`src/rtl/axi_packetizer.sv`:
```
// AXI4 slave front end: captures one AW+W burst (up to 4 beats) or one AR request and
// presents it as a single 678-bit packet, with a B response issued once a write packet is taken.
module axi_packetizer #(
   parameter int C_S_AXI_ID_WIDTH   = 16,
   parameter int C_S_AXI_ADDR_WIDTH = 40,
   parameter int C_S_AXI_DATA_WIDTH = 128,
   parameter int C_S_AXI_USER_WIDTH = 16
) (
   input  logic                            S_AXI_ACLK,
   input  logic                            S_AXI_ARESETN,
   input  logic [C_S_AXI_ID_WIDTH-1:0]     S_AXI_AWID,
   input  logic [C_S_AXI_ADDR_WIDTH-1:0]   S_AXI_AWADDR,
   input  logic [7:0]                      S_AXI_AWLEN,
   input  logic [2:0]                      S_AXI_AWSIZE,
   input  logic [1:0]                      S_AXI_AWBURST,
   input  logic                            S_AXI_AWLOCK,
   input  logic [3:0]                      S_AXI_AWCACHE,
   input  logic [2:0]                      S_AXI_AWPROT,
   input  logic [3:0]                      S_AXI_AWQOS,
   input  logic [3:0]                      S_AXI_AWREGION,
   input  logic [C_S_AXI_USER_WIDTH-1:0]   S_AXI_AWUSER,
   input  logic                            S_AXI_AWVALID,
   output logic                            S_AXI_AWREADY,
   input  logic [C_S_AXI_DATA_WIDTH-1:0]   S_AXI_WDATA,
   input  logic [C_S_AXI_DATA_WIDTH/8-1:0] S_AXI_WSTRB,
   input  logic                            S_AXI_WLAST,
   input  logic                            S_AXI_WVALID,
   output logic                            S_AXI_WREADY,
   output logic [C_S_AXI_ID_WIDTH-1:0]     S_AXI_BID,
   output logic [1:0]                      S_AXI_BRESP,
   output logic                            S_AXI_BVALID,
   input  logic                            S_AXI_BREADY,
   input  logic [C_S_AXI_ID_WIDTH-1:0]     S_AXI_ARID,
   input  logic [C_S_AXI_ADDR_WIDTH-1:0]   S_AXI_ARADDR,
   input  logic [7:0]                      S_AXI_ARLEN,
   input  logic [2:0]                      S_AXI_ARSIZE,
   input  logic [1:0]                      S_AXI_ARBURST,
   input  logic                            S_AXI_ARLOCK,
   input  logic [3:0]                      S_AXI_ARCACHE,
   input  logic [2:0]                      S_AXI_ARPROT,
   input  logic [3:0]                      S_AXI_ARQOS,
   input  logic [3:0]                      S_AXI_ARREGION,
   input  logic [C_S_AXI_USER_WIDTH-1:0]   S_AXI_ARUSER,
   input  logic                            S_AXI_ARVALID,
   output logic                            S_AXI_ARREADY,
   output logic [677:0]                    packet_out,
   output logic                            packet_valid,
   input  logic                            packet_ready,
   output logic                            proto_error
);

   localparam int META_W   = C_S_AXI_ADDR_WIDTH + C_S_AXI_ID_WIDTH + C_S_AXI_USER_WIDTH + 29;
   localparam int LEN_LSB  = C_S_AXI_USER_WIDTH + 21;
   localparam int ID_LSB   = LEN_LSB + 8;
   localparam int STRB_W   = C_S_AXI_DATA_WIDTH / 8;

   localparam logic [1:0] S_IDLE  = 2'd0;
   localparam logic [1:0] S_WDATA = 2'd1;
   localparam logic [1:0] S_EMIT  = 2'd2;
   localparam logic [1:0] S_BRESP = 2'd3;

   logic [1:0]                    state_q, state_d;
   logic                          is_write_q;
   logic [META_W-1:0]             meta_q;
   logic [C_S_AXI_DATA_WIDTH-1:0] data_q [4];
   logic [STRB_W-1:0]             strb_q [4];
   logic [2:0]                    beat_idx_q;
   logic                          prio_write_q;
   logic                          proto_err_q;

   logic                          grant_w, in_idle;
   logic                          aw_hs, ar_hs, w_hs, pkt_hs, b_hs;
   logic                          aw_err, w_err;
   logic [7:0]                    burst_len, beat_idx_ext;
   logic [META_W-1:0]             aw_meta, ar_meta;

   assign aw_meta = {S_AXI_AWADDR, S_AXI_AWID, S_AXI_AWLEN, S_AXI_AWSIZE, S_AXI_AWBURST,
                     S_AXI_AWLOCK, S_AXI_AWCACHE, S_AXI_AWPROT, S_AXI_AWQOS, S_AXI_AWREGION,
                     S_AXI_AWUSER};
   assign ar_meta = {S_AXI_ARADDR, S_AXI_ARID, S_AXI_ARLEN, S_AXI_ARSIZE, S_AXI_ARBURST,
                     S_AXI_ARLOCK, S_AXI_ARCACHE, S_AXI_ARPROT, S_AXI_ARQOS, S_AXI_ARREGION,
                     S_AXI_ARUSER};

   // Round-robin: on a tie the channel that was not handed off last wins.
   assign grant_w       = S_AXI_AWVALID && (!S_AXI_ARVALID || prio_write_q);
   assign in_idle       = (state_q == S_IDLE) && S_AXI_ARESETN;
   assign S_AXI_AWREADY = in_idle && grant_w;
   assign S_AXI_ARREADY = in_idle && !grant_w && S_AXI_ARVALID;
   assign S_AXI_WREADY  = (state_q == S_WDATA);
   assign packet_valid  = (state_q == S_EMIT);
   assign S_AXI_BVALID  = (state_q == S_BRESP);
   assign S_AXI_BID     = meta_q[ID_LSB +: C_S_AXI_ID_WIDTH];
   assign S_AXI_BRESP   = 2'b00;
   assign proto_error   = proto_err_q;

   assign aw_hs  = S_AXI_AWVALID && S_AXI_AWREADY;
   assign ar_hs  = S_AXI_ARVALID && S_AXI_ARREADY;
   assign w_hs   = S_AXI_WVALID && S_AXI_WREADY;
   assign pkt_hs = packet_valid && packet_ready;
   assign b_hs   = S_AXI_BVALID && S_AXI_BREADY;

   // The saturated index still compares correctly against any legal (<=3) burst length.
   assign burst_len    = meta_q[LEN_LSB +: 8];
   assign beat_idx_ext = {5'd0, beat_idx_q};
   assign aw_err       = aw_hs && (S_AXI_AWLEN > 8'd3);
   assign w_err        = w_hs && ((S_AXI_WLAST && (beat_idx_ext != burst_len)) ||
                                  (!S_AXI_WLAST && (beat_idx_ext > burst_len)));

   assign packet_out[677]     = is_write_q;
   assign packet_out[676:576] = meta_q;

   generate
      for (genvar gi = 0; gi < 4; gi++) begin : g_slot
         assign packet_out[575-16*gi -: 16]   = strb_q[gi];
         assign packet_out[511-128*gi -: 128] = data_q[gi];
      end
   endgenerate

   always_comb begin
      state_d = state_q;
      case (state_q)
         S_IDLE:  if (aw_hs) state_d = S_WDATA;
                  else if (ar_hs) state_d = S_EMIT;
         S_WDATA: if (w_hs && S_AXI_WLAST) state_d = S_EMIT;
         S_EMIT:  if (pkt_hs) state_d = is_write_q ? S_BRESP : S_IDLE;
         S_BRESP: if (b_hs) state_d = S_IDLE;
         default: state_d = S_IDLE;
      endcase
   end

   always_ff @(posedge S_AXI_ACLK) begin
      if (!S_AXI_ARESETN) begin
         state_q      <= S_IDLE;
         is_write_q   <= 1'b0;
         meta_q       <= '0;
         beat_idx_q   <= 3'd0;
         prio_write_q <= 1'b1;
         proto_err_q  <= 1'b0;
         for (int i = 0; i < 4; i++) begin
            data_q[i] <= '0;
            strb_q[i] <= '0;
         end
      end else begin
         state_q <= state_d;
         if (aw_err || w_err) proto_err_q <= 1'b1;
         if (aw_hs || ar_hs) begin
            is_write_q <= aw_hs;
            meta_q     <= aw_hs ? aw_meta : ar_meta;
            beat_idx_q <= 3'd0;
            for (int i = 0; i < 4; i++) begin
               data_q[i] <= '0;
               strb_q[i] <= '0;
            end
         end
         // Beats beyond the fourth are accepted but not stored.
         if (w_hs && !beat_idx_q[2]) begin
            data_q[beat_idx_q[1:0]] <= S_AXI_WDATA;
            strb_q[beat_idx_q[1:0]] <= S_AXI_WSTRB;
            beat_idx_q              <= beat_idx_q + 3'd1;
         end
         if (pkt_hs) prio_write_q <= !is_write_q;
      end
   end

endmodule

```
`config.mk`:
```
export PLATFORM = sky130hd
export DESIGN_NAME = axi_packetizer
export DESIGN_NICKNAME = d
export VERILOG_FILES = /design/src/rtl/axi_packetizer.sv
export SDC_FILE = /design/constraint.sdc
export NUM_CORES = 1
export LEC_CHECK = 0
export CORE_AREA = 2 2 408 410
export CTS_BUF_LIST = sky130_fd_sc_hd__clkbuf_2 sky130_fd_sc_hd__clkbuf_4 sky130_fd_sc_hd__clkbuf_8
export DETAILED_ROUTE_END_ITERATION = 8
export DIE_AREA = 0 0 410 412
export HOLD_SLACK_MARGIN = 0.06
export SLEW_MARGIN = 15
export SYNTH_ARGS = -nofsm -noshare
export SYNTH_HDL_FRONTEND = slang
export SYNTH_SLANG_ARGS = --single-unit
```
`constraint.sdc`:
```
create_clock -name S_AXI_ACLK -period 9.6 [get_ports S_AXI_ACLK]
set_clock_uncertainty 0.05 [all_clocks]
set_input_delay 1.44 -clock S_AXI_ACLK [delete_from_list [all_inputs] [get_ports S_AXI_ACLK]]
set_output_delay 1.44 -clock S_AXI_ACLK [all_outputs]
set_load 0.02 [all_outputs]
```
Word-level counts from Yosys, hierarchy flattened --
Memory sizes are Yosys's and may differ from the RTL's. Index checks and enable logic that the tools add are counted.
Cells by class: add/subtract/negate cells 1, mux-type cells 31, equality and inequality tests 8, reduce and logical (&&, ||, !) cells 30, bitwise logic cells 8, $lt $le $gt $ge 2
Operator list (number):
- $mux W128 | 5
- $reduce_or A128 Y1 | 1
- $mux W101 | 1
- $mux W16 | 5
- $logic_and A1 B1 Y1 | 16
- $mux W2 | 8
- $reduce_or A16 Y1 | 1
- $mux W1 | 9
- $gt A3 B8 Y1 | 1
- $gt A8 B2 Y1 const B | 1
- $ne A3 B8 Y1 | 1
- $or A1 B1 Y1 | 8
- $pmux W2 S4 | 1
- $mux W3 | 2
- $ne A2 B1 Y1 const B | 3
- $logic_not A1 Y1 | 5
- $eq A2 B2 Y1 const B | 2
- $logic_or A1 B1 Y1 | 4
- $reduce_and A4 Y1 | 1
- $add A3 B1 Y3 const B | 1
- $ne A3 B3 Y1 const B | 1
- $eq A2 B1 Y1 const B | 1
- $logic_not A2 Y1 | 1
- $reduce_bool A2 Y1 | 1
Storage, ports and cells: register bits after elaboration 109, output and inout port bits 702, RAM bits 576, logic and storage cells 88, memories 2, bits of input ports 354
Memory list:
- data_q | depth 4, width 128, rd ports 4, clocked after Yosys merged registers in 0, write ports 4, RTL line 65 | logic [C_S_AXI_DATA_WIDTH-1:0] data_q [4];
- strb_q | depth 4, width 16, rd ports 4, clocked after Yosys merged registers in 0, write ports 4, RTL line 66 | logic [STRB_W-1:0] strb_q [4];

Longest topological paths before layout --
Gate-level depths: netlist (run 1).
depth in word-level cells 13, depth in mapped cells 8, depth with buffers taken out 6

Worst setup path before layout (run 1) --
No wires, ideal clock.
path kind input to register, start point in S_AXI_ARESETN, end point mem data_q[0][0] (enable), stages 7, setup slack 2307 ps, arrival time 5669 ps, required time 7976 ps, library setup time 1574 ps, buffers on the path 4, cell sequence buf_2 -> nor3b_2 -> o21ai_2 -> buf_2 -> buf_2 -> buf_2 -> nand3_1
RTL lines:
- from (decl) | RTL line 10 | input logic S_AXI_ARESETN,
- to (decl) | RTL line 65

Worst setup path in the final report (run 1) --
start point in S_AXI_ARESETN, end point out S_AXI_AWREADY
Between the ends: cells in the longest elaborated chain, start to end 2
Ends and longest elaborated chain:
- $logic_and A1 B1 Y1 | RTL line 86 | assign in_idle = (state_q == S_IDLE) && S_AXI_ARESETN;
- $logic_and A1 B1 Y1 | RTL line 87 | assign S_AXI_AWREADY = in_idle && grant_w;
- to (decl) | RTL line 23 | output logic S_AXI_AWREADY,
No other way between the ends.

==> impl_metrics.ini, run 1 <==
[sta]
fin_hold_ws_ns = 0.410
fmax_mhz = 201
drv_slew = 0
tns_ns = 0
finalHoldViolCount = 0
worst_slew_pin_slew_ns = 1.31
slew_headroom = 0.126
fin_crit_ns = 4.98
setup_viol = 0
rsz0062_at_grt = false
fin_ws_ns = 4.62
period_share = 0.519

[synthesis]
netlist_instances = 1830
synth_seq_cells = 685
ys_seq_area_frac = 0.733
yosys_warnings = 0
syn_area_mm2 = 0.0266
synthDistinctLibCells = 39
synth.avg_cell_area_um2 = 14.5

[power]
cellPowerDensity_mw_per_mm2 = 224
irDropWorstVdd_mv = 0.110
p_leak_nw = 17.3
power_mw = 9.38

[setup_path]
rr_startpoint = state_q[0]$_SDFFE_PN0P_
start_kind = input pin
timing.rr.end = data_q[1][0]$_SDFFCE_PN0P_
arrival_ns = 3.49
reg2regPathDepth = 6
crit_type = input pin to output port
crit_required_ns = 8.11
end_kind = output port
r2r_setup_slack_ns = 5.54
cp_max_fo = 29
crit_end = S_AXI_AWREADY
worstSetupStartpoint = S_AXI_ARESETN

[floorplanning]
fp.dieW_um = 410
coreArea_mm2 = 0.164
initial_core_util = 0.162
die_area_mm2 = 0.169
num_rows = 149
io-pin-count = 1056
die_height_um = 412

[clock_tree]
insertion_delay_ns = 0.79
clock-root-buffer = clkbuf_8
clock-sinks = 685
clk_pin_slew_ns = 0.05
cts_post_setup_buffers_inserted = 0
htree_num_levels = 3
cts_tree = yes
numCtsBuffers = 119
cts_max_path_buffers = 3
cts_resized = 0
holdBufCountCts = 0

[drt]
dr.first_iter.drc_count = 1752
wl_per_cell_um = 24.1
via_count = 20100
drc = 0
via_per_inst = 3.90
wl_um = 124000
drt-pass1-iter-count = 5
drtAntennaViolNets = 0

[grt]
grt_start_max_net_pins = 266
grt_first_pass_wirelength_um = 164000
antenna_found_initial = 37
grt_pass1_vias = 19500
grt.total_usage = 0.140
overflow = 0

[final_layout]
syn2layout_area_growth_pct = 57.4
drive_gt1_frac = 0.0806
nNetsFinal = 3200
final_cell_mix = clkdlybuf4s50_1, and3_1, edfxtp_1, clkbuf_8, dfxtp_1
design_area_mm2 = 0.0418
final_cells = 5148
final_common_cell = clkdlybuf4s50_1
final_core_util = 0.255

[placed_design]
placed_cells = 4907
port-buffer-count = 1053
post-place-ws_ns = 4.18
gp_congestion = 0.877
place_area_mm2 = 0.0392
place_hpwl_um = 91800

[worst_hold_path]
holdCritPathClass = register to register

[outcome]
outcome = completed

[job]
maxCapViolCount = 0
-- how the worst min path moves through the flow --
stage / cells past startpoint / slack [ns] / start / end
floorplan: 2 / 0.42 / prio_write_q$_SDFFE_PN1P_ / prio_write_q$_SDFFE_PN1P_
global placement: 2 / 0.41 / meta_q[89]$_SDFFE_PN0P_ / meta_q[89]$_SDFFE_PN0P_
detailed placement: 2 / 0.40 / meta_q[89]$_SDFFE_PN0P_ / meta_q[89]$_SDFFE_PN0P_
CTS: 2 / 0.41 / meta_q[89]$_SDFFE_PN0P_ / meta_q[89]$_SDFFE_PN0P_
global route: 2 / 0.44 / meta_q[96]$_SDFFE_PN0P_ / meta_q[96]$_SDFFE_PN0P_
finish: 2 / 0.41 / meta_q[89]$_SDFFE_PN0P_ / meta_q[89]$_SDFFE_PN0P_
-- critical path, stage by stage --
cell             delay, ns
buf_4                 0.33
nor3b_2               0.50
nand3_4               0.36
inv_1                 0.18
clkdlybuf4s50_1       0.62
-- cells by family (layout without fill, tap and decap cells) --
kind of cell | Yosys count | after routing | share of synthesized area
AND/OR/NAND/NOR | 718 | 718 | 0.163
buffers and inverters | 202 | 1312 | 0.0382
adder cells (fa/ha/maj) | 7 | 7 | 0.00330
flip-flops | 685 | 685 | 0.733
AO/OA/AOI/OAI | 112 | 112 | 0.0224
other | 1 | 20 | 0.000141
multiplexers | 105 | 105 | 0.0396
-- power by group --
group	internal [mW]	leakage [nW]	switching, mW	total, mW
sequential	3.74	7.07	0.212	3.95
clock	1.59	1.33	1.30	2.90
combinational	1.01	8.94	1.52	2.54
total	6.34	17.3	3.04	9.38
-- synthesized netlist by cell type (all sizes together) --
cell type	n	share of area
and3	578	0.14
edfxtp	576	0.65
clkbuf	126	0.019
dfxtp	109	0.082
mux2i	105	0.040
nand3	104	0.020
o21ai	102	0.019
buf	69	0.019
nand2	17	0.0024
ha	7	0.0033
inv	7	0.00099
nor2	3	0.00042
nor2b	3	0.00099
or4	3	0.00085
a32o	2	0.00075
nand3b	2	0.00056
nand4	2	0.00047
a21boi	1	0.00028
a21oi	1	0.00019
a32oi	1	0.00033
and2	1	0.00024
and3b	1	0.00033
and4b	1	0.00038
conb	1	0.00014
nand2b	1	0.00024
nor3	1	0.00019
nor3b	1	0.00047
o2111a	1	0.00042
o211ai	1	0.00028
o21a	1	0.00028
o21bai	1	0.00028
o22ai	1	0.00024
-- routing by layer --
layer | global-route usage | share of wire | vias up
li1 | - | - | 8975
met1 | 0.165 | 0.39 | 9922
met2 | 0.243 | 0.51 | 962
met3 | 0.0357 | 0.071 | 193
met4 | 0.0510 | 0.034 | 8
met5 | 0 | 0.00045 | -
-- state kept, by name, summed over array words and instances, names as in the netlist --
| signal | flops |
|---|---|
| strb_q | 64 |
| proto_error | 1 |
| is_write_q | 1 |
| data_q | 512 |
| prio_write_q | 1 |
| state_q | 2 |
| beat_idx_q | 3 |
| meta_q | 101 |
-- area by class of cell --
type	count	area, um2
sequential	685	19500
fill	17000	122000
tap	2189	2740
antenna	18	45.0
inverter	7	26.3
clock inverter	69	627
timing repair buffer	1082	10800
multi-input combinational	944	6200
clock buffer	154	1930
Note: power is estimated with default switching activity, not from simulation.
==> inputs of run 2 (changes only) <==
Clock period 9.6 ns to 5.2 ns, I/O delays scaled along.
==> run 2 against run 1 <==
  * Sequential share of layout area shrank 0.050 points
  * Sequential power grew 85%
  * Design area grew 0.11%
  * Utilization is essentially flat
  * Critical path depth shrank 1
  * Register-to-register slack lost 3.4 ns
  * Flip-flop and latch count is the same
  * Clock power grew 78%
  * Worst hold slack lost 0.054 ns
  * Combinational power grew 87%
  * Via count grew 1.1%
  * Largest power group unchanged
==> impl_metrics.ini, run 2 (same netlist as run 1, synthesis figures left out) <==
[grt]
overflow = 0
antenna_found_initial = 36
grt.total_usage = 0.143
grt.met1_usage = 0.168
grt_start_max_net_pins = 172
grt_first_pass_wirelength_um = 168000
grt_pass1_vias = 19800
use_met2 = 0.251
top_usage_layer = met2
grt.met3_usage = 0.0356

[final_layout]
drive_gt1_frac = 0.0871
largest_reg_flops = 512
syn2layout_area_growth_pct = 57.6
top_regs = data_q (512), meta_q (101), strb_q (64)
fillers = 17100
final_cell_mix = clkdlybuf4s50_1, and3_1, edfxtp_1, clkbuf_8, dfxtp_1
nNetsFinal = 3208
top_register = data_q
final_common_cell = clkdlybuf4s50_1
final_core_util = 0.255

[placed_design]
port-buffer-count = 1053
place_hpwl_um = 94800
gp_congestion = 0.864
post-place-ws_ns = 1.43

[floorplanning]
fp.dieW_um = 410
initial_core_util = 0.162
num_rows = 149
die_height_um = 412
die_area_mm2 = 0.169
io-pin-count = 1056
coreArea_mm2 = 0.164

[drt]
via_per_inst = 3.94
drt-pass1-iter-count = 5
via_count = 20300
wl_um = 127000
dr.first_iter.drc_count = 1539
drc = 0
drtAntennaViolNets = 0
wl_per_cell_um = 24.7

[setup_path]
end_kind = output port
crit_type = register to output port
cp_max_fo = 10
crit_required_ns = 4.37
reg2regPathDepth = 5
start_kind = register
timing.rr.end = data_q[1][55]$_SDFFCE_PN0P_
arrival_ns = 2.86
r2r_setup_slack_ns = 2.10
rr_startpoint = state_q[0]$_SDFFE_PN0P_

[worst_hold_path]
hold_depth = 2
hp-start = S_AXI_ARESETN
worst_hold_path.endpoint = beat_idx_q[0]$_SDFFE_PN0P_
holdCritPathClass = input pin to register

[sta]
fmax_mhz = 271
worst_slew_pin_slew_ns = 1.05
period_share = 0.709
slew_headroom = 0.301
fin_crit_ns = 3.69
fin_ws_ns = 1.51
finalHoldViolCount = 0
rsz0062_at_grt = false
drv_slew = 0
setup_viol = 0
tns_ns = 0

[clock_tree]
cts_tree = yes
clock-root-buffer = clkbuf_8
cts_post_setup_buffers_inserted = 0
cts_resized = 0
numCtsBuffers = 121
insertion_delay_ns = 0.84
htree_num_levels = 3
cts_max_path_buffers = 3
clk_pin_slew_ns = 0.06
clock-sinks = 685
holdBufCountCts = 0

[power]
p_leak_nw = 17.4
irDropWorstVdd_mv = 0.214
power_mw = 17.2
cellPowerDensity_mw_per_mm2 = 411

[job]
maxCapViolCount = 0

[outcome]
outcome = completed
[run 2: layout make-up]
class,count,area (um2),area share
flip-flops and latches,685,19500,0.465
repair buffers,1088,10900,0.261
multi-input cells,944,6200,0.148
well taps,2189,2740,0.0654
clock buffers,171,2040,0.0487
clock inverters,57,414,0.00989
diodes,12,30.0,0.000717
inverters,7,26.3,0.000628
[run 2: worst max-delay path by stage]
stage                                       end                    start  slack (ns)
floorplan            data_q[0][0]$_SDFFCE_PN0P_            S_AXI_ARESETN       -1.43
CTS                               S_AXI_AWREADY  state_q[1]$_SDFFE_PN0P_        1.38
finish                            S_AXI_AWREADY  state_q[1]$_SDFFE_PN0P_        1.51
detailed placement  data_q[3][50]$_SDFFCE_PN0P_            S_AXI_AWVALID        1.43
global route                      S_AXI_AWREADY  state_q[0]$_SDFFE_PN0P_        1.35
global placement    data_q[3][51]$_SDFFCE_PN0P_            S_AXI_AWVALID        1.45
[run 2: power by group]
group / switching (mW) / internal, mW / total, mW / leakage [nW]
registers: 0.403 / 6.90 / 7.30 / 7.07
logic: 2.85 / 1.91 / 4.76 / 9.02
clock network: 2.45 / 2.71 / 5.16 / 1.30
total: 5.71 / 11.5 / 17.2 / 17.4
[run 2: through the flow]
step | cells | instance area, um2 | hold slack [ns]
finish | 5153 | 41900 | 0.356
global route | 5148 | 41900 | 0.269
CTS | 5141 | 41800 | 0.240
detailed placement | 4913 | 39400 | 0.413
global placement | 4913 | 39400 | 0.408
floorplan | 1831 | 26600 | 0.416
[run 2: routing by layer]
metal  share of wire  vias to the layer above
met1            0.39                    10200
met3           0.069                      195
met2            0.51                      929
li1                -                     8980
met5         0.00027                        -
met4           0.034                        6
[run 2: worst max-delay path: stages, from the launching register on]
cell,delay [ns]
dfxtp_1,0.46
nor3b_2,0.52
nand3_4,0.28
inv_1,0.16
clkdlybuf4s50_1,0.62
==> inputs of run 3 (changes only) <==
Clock period 5.2 ns to 3.4 ns, I/O delays scaled along.
==> run 3 against run 2 <==
  * Utilization up 0.27 points
  * Clock power increased by 54%
  * Flip-flop and latch count unchanged
  * Final cell count increased by 0.45%
  * Largest power group unchanged
==> impl_metrics.ini, run 3 (same netlist as run 1, synthesis figures left out) <==
[power]
p_leak_nw = 17.6
irDropWorstVdd_mv = 0.356
cellPowerDensity_mw_per_mm2 = 627

[floorplanning]
coreArea_mm2 = 0.164
io-pin-count = 1056
num_rows = 149
initial_core_util = 0.162
die_height_um = 412
die_area_mm2 = 0.169
fp.dieW_um = 410

[sta]
rsz0062_at_grt = false
fin_crit_ns = 3.16
drv_slew = 0
setup_viol = 0
fmax_mhz = 317
fin_hold_ws_ns = 0.267
fin_ws_ns = 0.244
finalHoldViolCount = 0
worst_slew_pin_slew_ns = 1.07
period_share = 0.928
slew_headroom = 0.284

[clock_tree]
cts_post_setup_buffers_inserted = 0
cts_tree = yes
clock-root-buffer = clkbuf_8
holdBufCountCts = 1
numCtsBuffers = 119
htree_num_levels = 3
insertion_delay_ns = 0.82
cts_resized = 0
clk_pin_slew_ns = 0.06
clock-sinks = 685
cts_max_path_buffers = 3

[final_layout]
drive_gt1_frac = 0.0939
design_area_mm2 = 0.0423
top_regs = data_q (512), meta_q (101), strb_q (64)
final_core_util = 0.258
final_common_cell = clkdlybuf4s50_1
final_cells = 5176
nNetsFinal = 3231
largest_reg_flops = 512
top_register = data_q
syn2layout_area_growth_pct = 59.3
final_cell_mix = clkdlybuf4s50_1, and3_1, edfxtp_1, clkbuf_8, dfxtp_1

[setup_path]
crit_type = register to output port
crit_required_ns = 2.84
r2r_setup_slack_ns = 0.95
end_kind = output port
start_kind = register
arrival_ns = 2.60
cp_max_fo = 9

[drt]
drc = 0
drtAntennaViolNets = 0
wl_um = 125000
wl_per_cell_um = 24.2
via_per_inst = 3.91
via_count = 20200
dr.first_iter.drc_count = 1403
drt-pass1-iter-count = 7

[placed_design]
port-buffer-count = 1053
place_area_mm2 = 0.0398
post-place-ws_ns = 0.536
placed_cells = 4937
gp_congestion = 0.838
place_hpwl_um = 92000

[grt]
grt_first_pass_wirelength_um = 164000
grt_pass1_vias = 19700
antenna_found_initial = 30
grt_start_max_net_pins = 200
overflow = 0
grt.total_usage = 0.140

[job]
maxCapViolCount = 0

[outcome]
outcome = completed

[worst_hold_path]
holdCritPathClass = input pin to register
-- run 3: metal layers --
metal / vias up / global-route usage / routed length, um / share of wire
met5: - / 0 / 139 / 0.0011
met4: 20 / 0.0702 / 6050 / 0.048
li1: 9034 / - / - / -
met3: 237 / 0.0433 / 9600 / 0.077
met1: 10000 / 0.155 / 46600 / 0.37
met2: 929 / 0.243 / 62700 / 0.50
-- run 3: worst max-delay path, stage by stage (launching register included) --
cell	delay [ns]
dfxtp_1	0.52
nor2b_1	0.35
clkdlybuf4s50_1	0.93
-- run 3: through the flow --
stage / TNS (ns) / power [mW]
after detailed placement: 0 / 18.9
final: 0 / 26.5
after global placement: 0 / 18.9
after global routing: 0 / 27.5
after floorplan: -665.10 / 14.3
after CTS: 0 / 27.0
-- run 3: where the power goes --
part / leakage, nW / internal, mW / switching [mW]
Combinational: 9.22 / 3.03 / 4.46
Clock: 1.32 / 4.30 / 3.66
Sequential: 7.07 / 10.5 / 0.550
Total: 17.6 / 17.9 / 8.67
-- run 3: area by class of cell --
cell class | count | area [um2]
clock buffers | 181 | 2150
diodes | 17 | 42.5
well taps | 2189 | 2740
clock inverters | 40 | 322
inverters | 7 | 26.3
repair buffers | 1113 | 11300
multi-input cells | 944 | 6200
fillers | 17100 | 122000
flip-flops and latches | 685 | 19500
-- run 3: final timing paths --
kind                                start                     endpoint  depth (start not counted)
setup / recovery  state_q[1]$_SDFFE_PN0P_                 packet_valid                          2
setup reg to reg  state_q[0]$_SDFFE_PN0P_  data_q[0][69]$_SDFFCE_PN0P_                          4
hold / removal              S_AXI_AWID[0]      meta_q[45]$_SDFFE_PN0P_                          3
hold reg to reg   meta_q[92]$_SDFFE_PN0P_      meta_q[92]$_SDFFE_PN0P_                          2
